<file path="config.mk">
export PLATFORM = sky130hd
export DESIGN_NAME = rvh_l1d_entry_allocator
export DESIGN_NICKNAME = d
export VERILOG_FILES = /design/src/rtl/rvh_l1d_entry_allocator.sv
export SDC_FILE = /design/constraint.sdc
export NUM_CORES = 1
export LEC_CHECK = 0
export ABC_AREA = 1
export BUFFER_PORTS_ARGS = -buffer_cell sky130_fd_sc_hd__buf_4
export CORE_AREA = 4 4 41 43
export DETAILED_ROUTE_END_ITERATION = 16
export DIE_AREA = 0 0 45 47
export PLACE_DENSITY_LB_ADDON = 0.2
export RECOVER_POWER = 50
export SYNTH_ARGS = -nofsm -noshare
export SYNTH_HDL_FRONTEND = slang
export SYNTH_SLANG_ARGS = --single-unit
export TNS_END_PERCENT = 1
</file>
<file path="constraint.sdc">
create_clock -name clk -period 5.38 [get_ports clk]
set_input_delay 0.807 -clock clk [delete_from_list [all_inputs] [get_ports clk]]
set_output_delay 0.807 -clock clk [all_outputs]
set_load 0.01 [all_outputs]
</file>
<file path="src/rtl/rvh_l1d_entry_allocator.sv">
// rvh_l1d_entry_allocator
//   Free-list allocator feeding the L1D age-order selector. Grants up to
//   ENQ_WIDTH free entry tags per cycle (lowest index first, in lane order),
//   reclaims tags on release, supports a full flush and reports occupancy.
//
//   Optional feature macro: RVH_L1D_ALLOC_DBL_FREE_CHK_EN
//     defined   : dbl_free_err_o pulses one cycle after a release of an
//                 already-free tag or a duplicate tag across release lanes;
//                 a consistency assertion ties the free count to the busy mask.
//     undefined : dbl_free_err_o is tied to 0 and no checker logic is built.

// One allocation lane: picks the lowest available entry and removes it from
// the availability mask handed to the next lane.
module rvh_l1d_entry_allocator_lane #(
    parameter int ENTRY_COUNT = 4,
    parameter int ENTRY_TAG   = 2
) (
    input  logic                   en,
    input  logic                   req,
    input  logic                   prior_ok,
    input  logic [ENTRY_COUNT-1:0] avail_in,
    output logic                   gnt,
    output logic [ENTRY_TAG-1:0]   tag,
    output logic [ENTRY_COUNT-1:0] avail_out
);

    logic [ENTRY_COUNT-1:0] lowest;
    logic                   found;

    // Priority-encode the lowest available entry into a one-hot and a tag.
    always_comb begin
        lowest = '0;
        tag    = '0;
        found  = 1'b0;
        for (int e = 0; e < ENTRY_COUNT; e++) begin
            if (avail_in[e] && !found) begin
                lowest[e] = 1'b1;
                tag       = ENTRY_TAG'(e);
                found     = 1'b1;
            end
        end
    end

    assign gnt       = en & req & prior_ok & found;
    assign avail_out = gnt ? (avail_in & ~lowest) : avail_in;

endmodule

module rvh_l1d_entry_allocator #(
    parameter  int ENTRY_COUNT = 4,
    parameter  int ENQ_WIDTH   = 1,
    parameter  int DEQ_WIDTH   = 1,
    localparam int ENTRY_TAG   = $clog2(ENTRY_COUNT),
    localparam int CNT_W       = $clog2(ENTRY_COUNT + 1)
) (
    input  logic                           clk,
    input  logic                           rst_n,
    input  logic [ENQ_WIDTH-1:0]           alloc_req_i,
    output logic [ENQ_WIDTH-1:0]           alloc_gnt_o,
    output logic [ENQ_WIDTH*ENTRY_TAG-1:0] alloc_tag_o,
    output logic [ENQ_WIDTH-1:0]           enq_vld_o,
    output logic [ENQ_WIDTH*ENTRY_TAG-1:0] enq_tag_o,
    input  logic [DEQ_WIDTH-1:0]           rel_vld_i,
    input  logic [DEQ_WIDTH*ENTRY_TAG-1:0] rel_tag_i,
    input  logic                           flush_i,
    output logic [ENTRY_COUNT-1:0]         busy_mask_o,
    output logic [CNT_W-1:0]               free_cnt_o,
    output logic                           full_o,
    output logic                           empty_o,
    output logic                           dbl_free_err_o
);

    logic [ENTRY_COUNT-1:0] busy_r;
    logic [ENTRY_COUNT-1:0] busy_n;
    logic [CNT_W-1:0]       free_cnt_r;
    logic [ENTRY_COUNT-1:0] gnt_oh;
    logic [ENTRY_COUNT-1:0] rel_oh;
    logic                   lane_en;

    // Lane chain: availability mask and "all earlier requesters granted"
    // flag ripple from lane 0 upward. Unpacked so each stage is a distinct net.
    logic [ENTRY_COUNT-1:0] avail_c [ENQ_WIDTH+1];
    logic                   ok_c    [ENQ_WIDTH];
    logic                   gnt_c   [ENQ_WIDTH];

    function automatic logic [CNT_W-1:0] count_free(input logic [ENTRY_COUNT-1:0] busy);
        logic [CNT_W-1:0] c;
        c = '0;
        for (int e = 0; e < ENTRY_COUNT; e++) begin
            if (!busy[e]) c = c + CNT_W'(1);
        end
        return c;
    endfunction

    // No grants during reset or flush; full needs no gating since no entry is available.
    assign lane_en    = rst_n & ~flush_i;
    assign avail_c[0] = ~busy_r;

    for (genvar i = 0; i < ENQ_WIDTH; i++) begin : g_lane
        if (i == 0) begin : g_first
            assign ok_c[i] = 1'b1;
        end else begin : g_rest
            // A requesting lane that was refused blocks every later lane.
            assign ok_c[i] = ok_c[i-1] & (~alloc_req_i[i-1] | gnt_c[i-1]);
        end

        rvh_l1d_entry_allocator_lane #(
            .ENTRY_COUNT (ENTRY_COUNT),
            .ENTRY_TAG   (ENTRY_TAG)
        ) u_lane (
            .en        (lane_en),
            .req       (alloc_req_i[i]),
            .prior_ok  (ok_c[i]),
            .avail_in  (avail_c[i]),
            .gnt       (gnt_c[i]),
            .tag       (alloc_tag_o[i*ENTRY_TAG +: ENTRY_TAG]),
            .avail_out (avail_c[i+1])
        );

        assign alloc_gnt_o[i] = gnt_c[i];
    end

    assign enq_vld_o = alloc_gnt_o;
    assign enq_tag_o = alloc_tag_o;

    // Entries consumed by the lanes are exactly those dropped from the mask.
    assign gnt_oh = avail_c[0] & ~avail_c[ENQ_WIDTH];

    // Release one-hot; duplicate tags across lanes simply OR together.
    always_comb begin
        rel_oh = '0;
        for (int j = 0; j < DEQ_WIDTH; j++) begin
            for (int e = 0; e < ENTRY_COUNT; e++) begin
                if (rel_vld_i[j] && rel_tag_i[j*ENTRY_TAG +: ENTRY_TAG] == ENTRY_TAG'(e))
                    rel_oh[e] = 1'b1;
            end
        end
    end

    // Next occupancy: flush clears everything and wins over same-cycle release.
    always_comb begin
        busy_n = (busy_r | gnt_oh) & ~rel_oh;
        if (flush_i) busy_n = '0;
    end

    // Occupancy state; the count is recomputed from the next mask so it cannot drift.
    always_ff @(posedge clk) begin
        if (!rst_n) begin
            busy_r     <= '0;
            free_cnt_r <= CNT_W'(ENTRY_COUNT);
        end else begin
            busy_r     <= busy_n;
            free_cnt_r <= count_free(busy_n);
        end
    end

    assign busy_mask_o = busy_r;
    assign free_cnt_o  = free_cnt_r;
    assign full_o      = (free_cnt_r == '0);
    assign empty_o     = (free_cnt_r == CNT_W'(ENTRY_COUNT));

`ifdef RVH_L1D_ALLOC_DBL_FREE_CHK_EN
    logic err_n;
    logic err_r;

    // Flag releases of free entries and same-tag duplicates; ignored on flush.
    always_comb begin
        err_n = 1'b0;
        for (int j = 0; j < DEQ_WIDTH; j++) begin
            for (int e = 0; e < ENTRY_COUNT; e++) begin
                if (rel_vld_i[j] && !busy_r[e] &&
                    rel_tag_i[j*ENTRY_TAG +: ENTRY_TAG] == ENTRY_TAG'(e))
                    err_n = 1'b1;
            end
            for (int k = j + 1; k < DEQ_WIDTH; k++) begin
                if (rel_vld_i[j] && rel_vld_i[k] &&
                    rel_tag_i[j*ENTRY_TAG +: ENTRY_TAG] == rel_tag_i[k*ENTRY_TAG +: ENTRY_TAG])
                    err_n = 1'b1;
            end
        end
        if (flush_i) err_n = 1'b0;
    end

    // One-cycle error pulse.
    always_ff @(posedge clk) begin
        if (!rst_n) err_r <= 1'b0;
        else        err_r <= err_n;
    end

    // Free count must always equal the number of clear busy bits.
    always_ff @(posedge clk) begin
        if (rst_n) assert (count_free(busy_r) == free_cnt_r);
    end

    assign dbl_free_err_o = err_r;
`else
    assign dbl_free_err_o = 1'b0;
`endif

endmodule

</file>
==> flow_summary_export.csv <==
group,metric,value,unit
finish,final_common_cell,"nand2_1",
placement,placed_cell_area,707,sq um
finish,fillerInstances,151,
flow_run,max_cap_violations,0,
worst_setup_path,critical_path.reg2reg.endpoint,"free_cnt_o[1]$_SDFF_PN0_",
floorplan,cell_row_count,13,
finish,final_nets,114,
detailed_routing,detail_route.wl_per_cell,9.61,microns
synth,ys_ff_latch,7,
synth,number_of_warnings_issued_by_yosys,0,
synth,synthesized_instance_count,82,
finish,synthToLayoutAreaGrowth,22.8,%
power,vdd_ir_drop_max,0.0917,mV
power,p_sw,0.0308,mW
global_routing,first_global_vias,458,
cts,cts.sink_count,7,
timing,setup_violations,0,
worst_setup_path,critPathSlowestCell,"a21boi_0",
worst_setup_path,arrival,2.85,ns
floorplan,floorplan.initialDensity,0.431,
floorplan,chipHeight,47,microns
placement,post_dp_hpwl,960,microns
worst_setup_path,timing.critical_path.to_type,"flip-flop",
worst_setup_path,cp.required,5.53,ns
detailed_routing,post-route-drc-count,0,
global_routing,grt_pass1_wl,1.89,mm
cts,cts_setup_buffers,0,
synth,top_cells_by_area_in_the_synthesized_netlist,"dfxtp_1, nand2_1, inv_1",
synth,yosys.cell_types.count,20,
worst_hold_path,min_path_type,"reg2reg",
cts,clkSlewWorstSetupHoldPaths,0.05,ns
cts,cts-buffers-inserted,3,
timing,period_share,0.501,
cts,ctsHtreeMaxLevel,1,
finish,area_of_the_multi_input_gates,319,sq um
finish,n_antenna_cell,0,
synth,yosysSeqAreaShare,0.250,
power,clock_power_share,0.392,
worst_setup_path,worst-r2r-cell-count,13,
synth,synth.avg_cell_area,6.84,sq um
placement,place_congestion,0.803,
status,status,"complete, no violations",
timing,grt_setup_unrepaired,"false",
synth,synth_top_area_share,0.250,
timing,hold_viol,0,
synth,post-synth-top-area-cell,"dfxtp_1",
finish,layoutNonFillerInstCount,118,
detailed_routing,dr_total_vias,535,
worst_setup_path,worst-r2r-setup-slack,3.15,ns
worst_setup_path,timing.critical_path.fanout_max,4,
detailed_routing,final_antenna_net_count,0,
worst_hold_path,hold-path-endpoint,"busy_mask_o[1]$_SDFF_PN0_",
timing,final_max_slew_viol_count,0,
finish,drive_above_1_share,0.291,
power,p_leak,0.380,nW
cts,cts_repair_resize_count,0,
power,p_per_area,176,mW/mm^2
cts,cts.root.buffer_cell,"clkbuf_4",
floorplan,die-area,0.00212,sq mm
power,combinationalPowerShare,0.165,
global_routing,grt_overflow_total,0,
timing,finalWorstPathRequiredPeriod,2.70,ns
detailed_routing,postRouteWirelength,1.13,mm
cts,worstSkewPairLatency,0.25,ns
worst_setup_path,rr_startpoint,"busy_mask_o[0]$_SDFF_PN0_",
worst_setup_path,timing.critical_path.cells,"buf_4, nand2_1, nor2_1, a21boi_0, nand2_1, nand2_1, nand2_2, ha_1, nand3b_1, nand2_2, inv_1, ha_1, nand2_1, nand2_1",
worst_setup_path,crit_path_frequent_cell,"nand2_1",
detailed_routing,drt_iter0_markers,7,
worst_setup_path,critical_path_class,"in2reg",
synth,postSynthNetCount,92,
worst_hold_path,min_delay_path_depth,4,
cts,cts-root-to-sink-buffers,2,
timing,timing.fmax,371,MHz
timing,setup_tns_final,0,ns
worst_setup_path,critical_path.max_stage_delay,0.37,ns
floorplan,floorplan.die.width,45,microns
timing,skew,0.00182,ns
global_routing,antenna_found_initial,0,
worst_setup_path,crit_path_start_kind,"input pin",
floorplan,number_of_top_level_design_ports,23,
cts,hold_buffers,0,
finish,register_area,140,sq um
cts,tritoncts,"done",
power,power.share.switching,0.255,
power,power.sequential.fraction,0.443,
floorplan,coreArea,0.00130,sq mm
finish,highest_count_cells_in_the_layout_ignoring_fill_and_taps,"nand2_1, inv_1, buf_4",
finish,layout.cell_area.non_filler,688,sq um
detailed_routing,vias_per_cell,4.53,
placement,dpl_cells,114,
global_routing,grt.total_usage,0.132,
power,cell_internal_pwr,0.0900,mW
synth,synth.cell_area,561,sq um
detailed_routing,drt_pre_antenna_iters,4,
global_routing,grt_start_max_net_pins,6,
worst_hold_path,worst_hold_startpoint,"busy_mask_o[1]$_SDFF_PN0_",
placement,place.port_buffers,21,
registers in the layout, summed over array words and instances (netlist names):
register     cells
busy_mask_o      4
free_cnt_o       3
critical path: cells and delay by family:
family	cells	cell delay, ns
simple gates	9	0.96
fa+ha+maj	2	0.57
compound gates	1	0.37
buf+inv	2	0.14
cells in the mapped netlist (all sizes together):
| cell | count |
|---|---|
| a22o | 1 |
| nand2 | 28 |
| inv | 14 |
| nor2 | 10 |
| nor3b | 1 |
| nand3 | 6 |
| a21oi | 3 |
| dfxtp | 7 |
| a21boi | 1 |
| nand3b | 1 |
| nor3 | 2 |
| ha | 3 |
| conb | 1 |
| buf | 4 |
power by group through the flow:
stage          Clock [mW]  Sequential, mW  Combinational [mW]
2_1_floorplan           0          0.0549              0.0120
3_3_place_gp            0          0.0545              0.0213
3_5_place_dp            0          0.0545              0.0215
4_1_cts            0.0507          0.0535              0.0216
5_1_grt            0.0561          0.0536              0.0224
6_report           0.0474          0.0535              0.0199
area by class of cell:
class / count / area share
multi-input cells: 57 / 0.464
flip-flops and latches: 7 / 0.204
clock buffers: 4 / 0.0382
well taps: 15 / 0.0273
repair buffers: 21 / 0.191
inverters: 14 / 0.0764
worst max path at each step:
stage | depth (start not counted) | slack (ns) | to | startpoint
floorplan | 13 | 2.85 | free_cnt_o[1]$_SDFF_PN0_ | rst_n
CTS | 14 | 2.94 | free_cnt_o[1]$_SDFF_PN0_ | rst_n
global placement | 14 | 2.71 | free_cnt_o[1]$_SDFF_PN0_ | rst_n
finish | 14 | 2.68 | free_cnt_o[1]$_SDFF_PN0_ | rst_n
detailed placement | 14 | 2.69 | free_cnt_o[1]$_SDFF_PN0_ | rst_n
global route | 14 | 2.45 | free_cnt_o[2]$_SDFF_PN1_ | rst_n
metrics by stage:
stage               power (mW)  setup WS, ns  hold WS, ns   util
floorplan               0.0668          2.85        0.616      -
global placement        0.0758          2.71        0.617  0.543
detailed placement      0.0761          2.69        0.619  0.543
CTS                      0.126          2.94        0.629  0.563
global route             0.132          2.45        0.694  0.529
finish                   0.121          2.68        0.628  0.529
metal layers:
| metal | wire length, microns | up-vias | track usage |
|---|---|---|---|
| met2 | 462 | 17 | 0.178 |
| met1 | 535 | 225 | 0.162 |
| met4 | 47 | 0 | 0.158 |
| met5 | 0 | - | 0 |
| li1 | - | 289 | - |
| met3 | 89 | 4 | 0.0230 |
kinds of logic (layout without fill, tap and decap cells):
kind of cell | Yosys count | in the layout | synth area share
other | 1 | 1 | 0.00669
flip-flops | 7 | 7 | 0.250
AND/OR/NAND/NOR | 48 | 48 | 0.464
buffers and inverters | 18 | 39 | 0.147
AO/OA/AOI/OAI | 5 | 5 | 0.0647
adder cells (fa/ha/maj) | 3 | 3 | 0.0670
Note: power is estimated with default switching activity, not from simulation.
